### src/rtl/muldiv_unit.sv
// muldiv_unit: iterative integer multiply/divide unit (RISC-V M-extension semantics).
// One bit is processed per clock: shift-add for multiplies, restoring
// shift-subtract for divides. Signed operations run on magnitudes and are
// negated on completion. Divide-by-zero and signed overflow bypass the
// iteration and complete one cycle after accept.
//
// Ports:
//   clk       rising-edge clock
//   rst       asynchronous active-high reset
//   valid_in  operation request
//   ready     high when a request can be accepted (state IDLE)
//   op        0 MUL, 1 MULH, 2 MULHSU, 3 MULHU, 4 DIV, 5 DIVU, 6 REM, 7 REMU
//   A, B      operands rs1 / rs2
//   flush     abort the in-flight operation; blocks accept while in IDLE
//   valid_out one-cycle result-valid pulse
//   result    result of the last completed operation
//   busy      high in CALC or DONE
module muldiv_unit #(
  parameter int WIDTH = 32
) (
  input  logic             clk,
  input  logic             rst,
  input  logic             valid_in,
  output logic             ready,
  input  logic [2:0]       op,
  input  logic [WIDTH-1:0] A,
  input  logic [WIDTH-1:0] B,
  input  logic             flush,
  output logic             valid_out,
  output logic [WIDTH-1:0] result,
  output logic             busy
);

  localparam int CNT_W = $clog2(WIDTH);

  localparam logic [2:0] OP_MUL    = 3'd0;
  localparam logic [2:0] OP_MULH   = 3'd1;
  localparam logic [2:0] OP_MULHSU = 3'd2;
  localparam logic [2:0] OP_MULHU  = 3'd3;
  localparam logic [2:0] OP_DIV    = 3'd4;
  localparam logic [2:0] OP_DIVU   = 3'd5;
  localparam logic [2:0] OP_REM    = 3'd6;
  localparam logic [2:0] OP_REMU   = 3'd7;

  typedef enum logic [1:0] {IDLE, CALC, DONE} state_t;

  state_t             state_q;
  logic [CNT_W-1:0]   cnt_q;
  logic [2:0]         op_q;
  logic               neg_q;
  logic               spec_q;
  logic               valid_out_q;
  logic [WIDTH-1:0]   result_q;

  // Datapath: for multiply, high half accumulates and low half holds the
  // multiplier shifting out; for divide, high half is the partial remainder
  // and low half holds the dividend shifting out / quotient shifting in.
  logic [2*WIDTH-1:0] prod_q, prod_d;
  logic [WIDTH-1:0]   opnd_q, opnd_d;

  function automatic logic [WIDTH-1:0] cond_neg(input logic [WIDTH-1:0] v, input logic n);
    return n ? -v : v;
  endfunction

  function automatic logic [2*WIDTH-1:0] cond_neg2(input logic [2*WIDTH-1:0] v, input logic n);
    return n ? -v : v;
  endfunction

  // Accept-cycle decode
  logic             accept;
  logic             is_div;
  logic             signed_a, signed_b;
  logic             neg_a, neg_b;
  logic [WIDTH-1:0] mag_a, mag_b;
  logic             div_zero, div_ovf, special;
  logic [WIDTH-1:0] spec_val;
  logic             neg_res;

  assign ready    = (state_q == IDLE);
  assign busy     = (state_q != IDLE);
  assign accept   = valid_in & ready & ~flush;
  assign is_div   = op[2];
  assign signed_a = (op != OP_MULHU) && (op != OP_DIVU) && (op != OP_REMU);
  assign signed_b = (op == OP_MUL) || (op == OP_MULH) || (op == OP_DIV) || (op == OP_REM);
  assign neg_a    = signed_a & A[WIDTH-1];
  assign neg_b    = signed_b & B[WIDTH-1];
  assign mag_a    = cond_neg(A, neg_a);
  assign mag_b    = cond_neg(B, neg_b);
  assign div_zero = is_div && (B == '0);
  assign div_ovf  = ((op == OP_DIV) || (op == OP_REM)) &&
                    (A == {1'b1, {(WIDTH-1){1'b0}}}) && (B == '1);
  assign special  = div_zero | div_ovf;
  // REM/REMU take A on divide-by-zero and 0 on overflow; DIV/DIVU take all-ones / A.
  assign spec_val = op[1] ? (div_zero ? A : '0) : (div_zero ? '1 : A);
  // Remainder follows the dividend sign; everything else is sign(A) xor sign(B).
  assign neg_res  = op[1] & op[2] ? neg_a : (neg_a ^ neg_b);

  // One iteration step
  logic [WIDTH:0]     mul_sum;
  logic [WIDTH:0]     div_sh, div_diff;
  logic [2*WIDTH-1:0] mul_step, div_step;

  assign mul_sum  = {1'b0, prod_q[2*WIDTH-1:WIDTH]} + (prod_q[0] ? {1'b0, opnd_q} : '0);
  assign mul_step = {mul_sum, prod_q[WIDTH-1:1]};
  assign div_sh   = {prod_q[2*WIDTH-1:WIDTH], prod_q[WIDTH-1]};
  assign div_diff = div_sh - {1'b0, opnd_q};
  // A clear top bit means the trial subtraction did not go negative.
  assign div_step = div_diff[WIDTH] ? {div_sh[WIDTH-1:0], prod_q[WIDTH-2:0], 1'b0}
                                    : {div_diff[WIDTH-1:0], prod_q[WIDTH-2:0], 1'b1};

  always_comb begin
    prod_d = prod_q;
    opnd_d = opnd_q;
    if (accept) begin
      if (special) begin
        prod_d = {{WIDTH{1'b0}}, spec_val};
      end else if (is_div) begin
        opnd_d = mag_b;
        prod_d = {{WIDTH{1'b0}}, mag_a};
      end else begin
        opnd_d = mag_a;
        prod_d = {{WIDTH{1'b0}}, mag_b};
      end
    end else if (state_q == CALC) begin
      prod_d = op_q[2] ? div_step : mul_step;
    end
  end

  always_ff @(posedge clk) begin
    prod_q <= prod_d;
    opnd_q <= opnd_d;
  end

  // Completion formatting
  logic [2*WIDTH-1:0] prod_fix;
  logic [WIDTH-1:0]   final_res;

  assign prod_fix = cond_neg2(prod_q, neg_q);

  always_comb begin
    final_res = '0;
    if (spec_q) begin
      final_res = prod_q[WIDTH-1:0];
    end else if (!op_q[2]) begin
      final_res = (op_q == OP_MUL) ? prod_fix[WIDTH-1:0] : prod_fix[2*WIDTH-1:WIDTH];
    end else if (op_q[1]) begin
      final_res = cond_neg(prod_q[2*WIDTH-1:WIDTH], neg_q);
    end else begin
      final_res = cond_neg(prod_q[WIDTH-1:0], neg_q);
    end
  end

  always_ff @(posedge clk or posedge rst) begin
    if (rst) begin
      state_q     <= IDLE;
      cnt_q       <= '0;
      op_q        <= '0;
      neg_q       <= 1'b0;
      spec_q      <= 1'b0;
      valid_out_q <= 1'b0;
      result_q    <= '0;
    end else begin
      valid_out_q <= 1'b0;
      case (state_q)
        IDLE: begin
          if (accept) begin
            op_q    <= op;
            neg_q   <= neg_res;
            spec_q  <= special;
            cnt_q   <= '0;
            state_q <= special ? DONE : CALC;
          end
        end
        CALC: begin
          if (flush) begin
            state_q <= IDLE;
          end else begin
            cnt_q <= cnt_q + CNT_W'(1);
            if (cnt_q == CNT_W'(WIDTH-1)) state_q <= DONE;
          end
        end
        DONE: begin
          state_q <= IDLE;
          if (!flush) begin
            valid_out_q <= 1'b1;
            result_q    <= final_res;
          end
        end
        default: state_q <= IDLE;
      endcase
    end
  end

  assign valid_out = valid_out_q;
  assign result    = result_q;

endmodule

### config.mk
export PLATFORM = sky130hd
export DESIGN_NAME = muldiv_unit
export DESIGN_NICKNAME = d
export VERILOG_FILES = /design/src/rtl/muldiv_unit.sv
export SDC_FILE = /design/constraint.sdc
export NUM_CORES = 1
export LEC_CHECK = 0
export ABC_AREA = 0
export ABC_CLOCK_PERIOD_IN_PS = 5000
export CORE_MARGIN = 2
export CORE_UTILIZATION = 61
export DETAILED_ROUTE_END_ITERATION = 10
export PLACE_DENSITY = 0.82
export SYNTH_ARGS = -nofsm -noshare
export SYNTH_HDL_FRONTEND = slang
export SYNTH_SLANG_ARGS = --single-unit
### constraint.sdc
create_clock -name clk -period 5 [get_ports clk]
set_clock_uncertainty 0.1 [all_clocks]
set_input_delay 0.75 -clock clk [delete_from_list [all_inputs] [get_ports clk]]
set_output_delay 0.75 -clock clk [all_outputs]
set_load 0.005 [all_outputs]
# ---- Word level (Yosys, flattened, before mapping)
# Cells that the tools add are included.
# W data, S select, Z words.
dict set report op_classes {
  add_sub_neg 8
  multipliers 0
  n_div 0
  magnitude_cmp 0
  n_eq_ne 14
  shifts 0
  muxes 31
  bitwise 9
  reduce_logical 21
}
# op n
set op_table {}
lappend op_table {{$mux W32} 15}
lappend op_table {{$mux W64} 5}
lappend op_table {{$neg A32 Y32} 4}
lappend op_table {{$eq A32 B32 Y1 const B} 2}
lappend op_table {{$neg A64 Y64} 1}
lappend op_table {{$add A32 B32 Y33} 1}
lappend op_table {{$sub A33 B32 Y33} 1}
lappend op_table {{$logic_not A32 Y1} 1}
lappend op_table {{$mux W5} 2}
lappend op_table {{$pmux W5 S2} 1}
lappend op_table {{$mux W2} 4}
lappend op_table {{$reduce_and A2 Y1} 4}
lappend op_table {{$eq A3 B3 Y1 const B} 2}
lappend op_table {{$logic_not A3 Y1} 2}
lappend op_table {{$ne A3 B2 Y1 const B} 2}
lappend op_table {{$ne A3 B3 Y1 const B} 2}
lappend op_table {{$reduce_bool A2 Y1} 3}
lappend op_table {{$add A5 B1 Y5 const B} 1}
lappend op_table {{$and A1 B1 Y1} 5}
lappend op_table {{$eq A5 B5 Y1 const B} 1}
lappend op_table {{$logic_and A1 B1 Y1} 5}
lappend op_table {{$logic_or A1 B1 Y1} 4}
lappend op_table {{$pmux W2 S2} 1}
lappend op_table {{$eq A3 B1 Y1 const B} 1}
lappend op_table {{10 further kinds} 13}
dict set report totals {
  register_bits 141
  latchBits 0
  ramBits 0
  rom_bits 0
  in_bits 71
  elab_cells 92
  memories 0
}

# ---- Depth between registers and ports, before layout
# Gate-level depths: netlist (run 1).
dict set report logic_depth {
  depth_word 9
  mapped_depth 14
  mapped_depth_nobuf 12
}

# ---- Worst setup path after synthesis (run 1)
# OpenSTA, ideal clock, no wires.
dict set report synth_timing {
  path_kind {in2reg}
  start {input B[13]}
  end {register prod_q[30], data pin}
  setup_time_ns 0.269
  arrival_ns 3.350
  t_required_ns 4.631
  setup_slack_ns 1.281
  stages 10
  cell_sequence {or4_1 > clkbuf_1 > nor4_2 > nand4b_1 > nor4_2 > nor2_1 > nand2_1 > inv_1 > a31oi_1 > o211ai_1}
}
dict set report synth_between {
  elab_chain_len 6
  word_cells_on_any_way 13
  classes_between {1 x add/sub; 1 x eq/ne; 7 x mux; 1 x bitwise; 3 x reduce/logical}
}
# element line_no
set synth_rtl {}
lappend synth_rtl {{start, declared} 27} ;# input logic [WIDTH-1:0] B,
lappend synth_rtl {{branches (longest 4 deep; another with $neg A32 Y32)} -}
lappend synth_rtl {{$mux W32 *} 115} ;# if (special) begin
lappend synth_rtl {{$mux W64 *} 114} ;# if (accept) begin
lappend synth_rtl {{named net prod_d[30]} 58} ;# logic [2*WIDTH-1:0] prod_q, prod_d;
lappend synth_rtl {{end signal, assigned} 130} ;# prod_q <= prod_d;
lappend synth_rtl {{end, declared} 58}
# Mark *: on every way through the listed nets, which the timed path passes.
# A chain may end at the register's enable or synchronous reset.

# ---- Worst setup path in the final report (run 1)
dict set report layout_timing {
  start {register prod_q[0]}
  end {register prod_q[61], data pin}
}
dict set report layout_between {
  elab_chain_len 5
}
# element line_no
set layout_rtl {}
lappend layout_rtl {{$mux W32} 103} ;# assign mul_sum = {1'b0, prod_q[2*WIDTH-1:WIDTH]} + (prod_q[0] ? {1'b0, opnd_q} : '0);
lappend layout_rtl {{$add A32 B32 Y33} 103}
lappend layout_rtl {{$mux W64} 125} ;# prod_d = op_q[2] ? div_step : mul_step;
lappend layout_rtl {{$mux W64} 124} ;# end else if (state_q == CALC) begin
lappend layout_rtl {{$mux W64} 114}
# Every way passes these cells. The select of a mux whose other input is x is not followed.

==> flow_metrics.py, run 1 <==
metrics = {
    "run_status": {
        "status": "finished, final reports clean",
    },
    "floorplanning": {
        "start_util_pct": 61.76,
        "core_sq_um": 24180,
        "die_area_sq_um": 25750,
        "die_width_microns": 160.5,
        "fp-row-count": 57,
        "die_h_microns": 160.5,
        "boundaryPins": 106,
    },
    "cts": {
        "cts_root_buffer": "clkbuf_16",
        "tritoncts": "yes",
        "postCtsHoldBufs": 0,
        "numCtsBuffers": 17,
        "clock_sinks": 141,
        "clock_path_buffers": 2,
        "clk_latency_ns": 0.44,
        "cts-htree-levels": 4,
        "post_cts_buffers": 0,
        "cts_resized": 0,
        "path_clk_slew_ns": 0.07,
    },
    "route": {
        "initialDrtViolationCount": 2172,
        "wl_microns": 54870,
        "first_pass_iters": 7,
        "viasPerCell": 6.953,
        "drc": 0,
        "vias": 15693,
        "ant_nets": 0,
        "post_drt_wl_per_cell_microns": 24.31,
    },
    "worst_hold_path": {
        "hold_start": "result[13]",
        "min_to": "result[13]",
        "min_path_cells": 2,
        "hold_class": "register to register",
    },
    "place": {
        "place_congestion": 1.025,
        "dp_worst_setup_slack_ns": 0.3903,
        "dpl-instance-area_sq_um": 16190,
        "hpwl_microns": 41600,
        "dp.cells": 2225,
        "port_buffers": 105,
    },
    "layout": {
        "fin_area_sq_um": 16770,
        "n_antenna_cell": 0,
        "area_growth_pct": 12.28,
        "fin_cells": 2257,
        "nets": 2064,
        "drive_above_1_share_pct": 5.329,
    },
    "critical_path": {
        "critPathArrivalTime_ns": 4.45,
        "reg2regPathDepth": 13,
        "required_ns": 5.04,
        "end_kind": "register",
        "r2r_start": "prod_q[0]",
        "crit_chain": "clkinv_1, nor2_1, fa_1, a21oi_1, nor2_1, o31ai_1, o21ai_0, a31oi_1, buf_4, o41ai_1, a41oi_1, nand4_1, o21ai_0",
        "cpMaxStageDelayCell": "o21ai_0",
        "r2r_end": "prod_q[61]",
        "r2r_setup_slack_ns": 0.59,
        "crit_fanout": 15,
        "cpPeakStageDelay_ns": 0.66,
        "setup.worst_path.class": "register to register",
        "start_kind": "register",
    },
    "grt": {
        "grt_pass1_wl_microns": 84350,
        "grt_max_degree": 80,
        "grt_antenna_before_repair": 0,
        "grt_overflow": 0,
        "grt_pass1_vias": 14744,
        "track_usage_pct": 41.99,
    },
    "sta": {
        "worst_slew_pin_slew_ns": 1.315,
        "fin_tns_setup_ns": 0,
        "hold_viol_final": 0,
        "drv_slew": 0,
        "final_period_minus_worst_setup_slack_ns": 4.408,
        "relSlewSlack_pct": 12.00,
        "rsz0062_at_grt": "false",
        "fin_crit_sh_pct": 88.15,
        "setup_viol": 0,
        "fmax_mhz": 226.9,
        "fin_ws_ns": 0.5924,
    },
    "job": {
        "cap_violations": 0,
    },
    "power": {
        "irDropWorstVdd_uv": 743.5,
        "power_density_nw_per_um2": 483.3,
        "leakagePower_nw": 6.429,
        "finalPower_w": 0.008104,
    },
    "synthesis": {
        "synth_edf_count": 96,
        "synthCells": 1886,
        "synth.distinct_cells": 77,
        "synth_top_area_share_pct": 19.31,
        "synth-seq-area-share_pct": 26.85,
        "async_flop_share_pct": 31.91,
        "synth_top_flop_cell": "edfxtp_1",
        "yosysWarnings": 0,
        "synth_most_common_cell": "a21oi_1",
        "netlist_area_sq_um": 14930,
        "synth_seq_cells": 141,
        "synth_common_cells": "a21oi_1 (180), nor2_1 (166), nand2_1 (162), o21ai_0 (160), clkbuf_1 (100)",
        "syn_area_per_cell_sq_um": 7.917,
        "synth_area_leaders": "edfxtp_1 (19%), dfrtp_1 (7.5%), a21oi_1 (6.0%)",
        "yosysTopAreaCell": "edfxtp_1",
        "synthesis.nets": 2030,
    },
}
-- cell usage in the layout (no fill, tap or decap), types with 13 or more instances in the layout --
master and n:
or4_1 21, and2_1 14, dfrtp_1 43, clkbuf_16 17, clkdlybuf4s50_1 104, xnor2_1 99, nand3_1 54, nand4_1 21
nor3_1 34, or3_1 20, inv_1 58, maj3_1 15, o221ai_1 13, a21oi_1 180, edfxtp_1 96, nand2_1 161
xor2_1 82, ha_1 71, o41ai_1 21, nor2b_1 25, o31ai_1 31, buf_4 32, a211oi_1 50, nor2_1 166
mux2i_1 63, and3_1 17, o22ai_1 26, a31oi_1 27, a21o_1 25, o21ai_0 160
-- cell families (layout without fill, tap and decap cells) --
group	count (synthesis)	after routing	share of synthesized area, %
muxes	68	68	4.676
adders and majority gates	88	88	7.223
DFF	141	141	26.85
AOI/OAI and AO/OA	627	627	26.35
buffers and inverters	187	234	4.827
and+or+nand+nor	593	593	19.40
xor gates and xnor gates	182	182	10.68
-- report_power, final --
part	total (W)	switching, W	internal [W]
logic	0.00466	0.00276	0.00189
clock network	0.00127	0.000603	0.000669
registers	0.00217	0.000590	0.00158
-- critical path, delay by kind of cell (launching register included) --
family | cells | cell delay (ns)
AO/OA/AOI/OAI | 7 | 2.04
flip-flops | 1 | 0.42
adder cells (fa/ha/maj) | 1 | 0.26
buffers and inverters | 2 | 0.65
AND/OR/NAND/NOR | 3 | 0.66
-- how the worst max path moves through the flow --
stage	from	end	slack (ns)	depth (start not counted)
6_report	prod_q[0]	prod_q[61]	0.59	13
5_1_grt	prod_q[0]	prod_q[60]	0.38	12
4_1_cts	prod_q[0]	prod_q[61]	0.78	13
3_5_place_dp	B[13]	prod_q[16]	0.39	10
3_3_place_gp	B[13]	prod_q[16]	0.58	10
2_1_floorplan	B[13]	prod_q[30]	1.28	10
-- sequential cells by signal, summed over array words and instances (netlist names) --
register,count
prod_q,64
cnt_q,5
neg_q,1
state_q,2
valid_out,1
result,32
opnd_q,32
spec_q,1
op_q,3
-- routing by layer --
metal  part of all wire, %  GRT usage, %
met1                    39         55.07
met5                     0             0
met3                    10         6.999
met2                    43         64.11
met4                   8.0         27.81
-- area by class of cell --
type | count | area (sq um)
clock inverter | 14 | 145.1
fill | 1986 | 7411
sequential | 141 | 4011
clock buffer | 18 | 429.2
timing repair buffer | 138 | 1306
tap | 324 | 405.4
multi-input combinational | 1558 | 10230
inverter | 64 | 240.2
-- stage by stage --
stage | utilization, % | hold slack (ns)
3_3_place_gp | 66.97 | 0.3651
5_1_grt | 69.35 | 0.4022
2_1_floorplan | - | 0.3725
6_report | 69.35 | 0.3810
4_1_cts | 69.35 | 0.3861
3_5_place_dp | 66.97 | 0.3694
Power figures use the tool's default switching activity.
==> run 2, diff against run 1 <==
--- a/config.mk
+++ b/config.mk
@@ -11,6 +11,7 @@
 export CORE_UTILIZATION = 61
 export DETAILED_ROUTE_END_ITERATION = 10
 export PLACE_DENSITY = 0.82
+export SKIP_CTS_REPAIR_TIMING = 1
 export SYNTH_ARGS = -nofsm -noshare
 export SYNTH_HDL_FRONTEND = slang
 export SYNTH_SLANG_ARGS = --single-unit
==> results of run 2 <==
Final layout, timing and power as in run 1 (identical DEF).
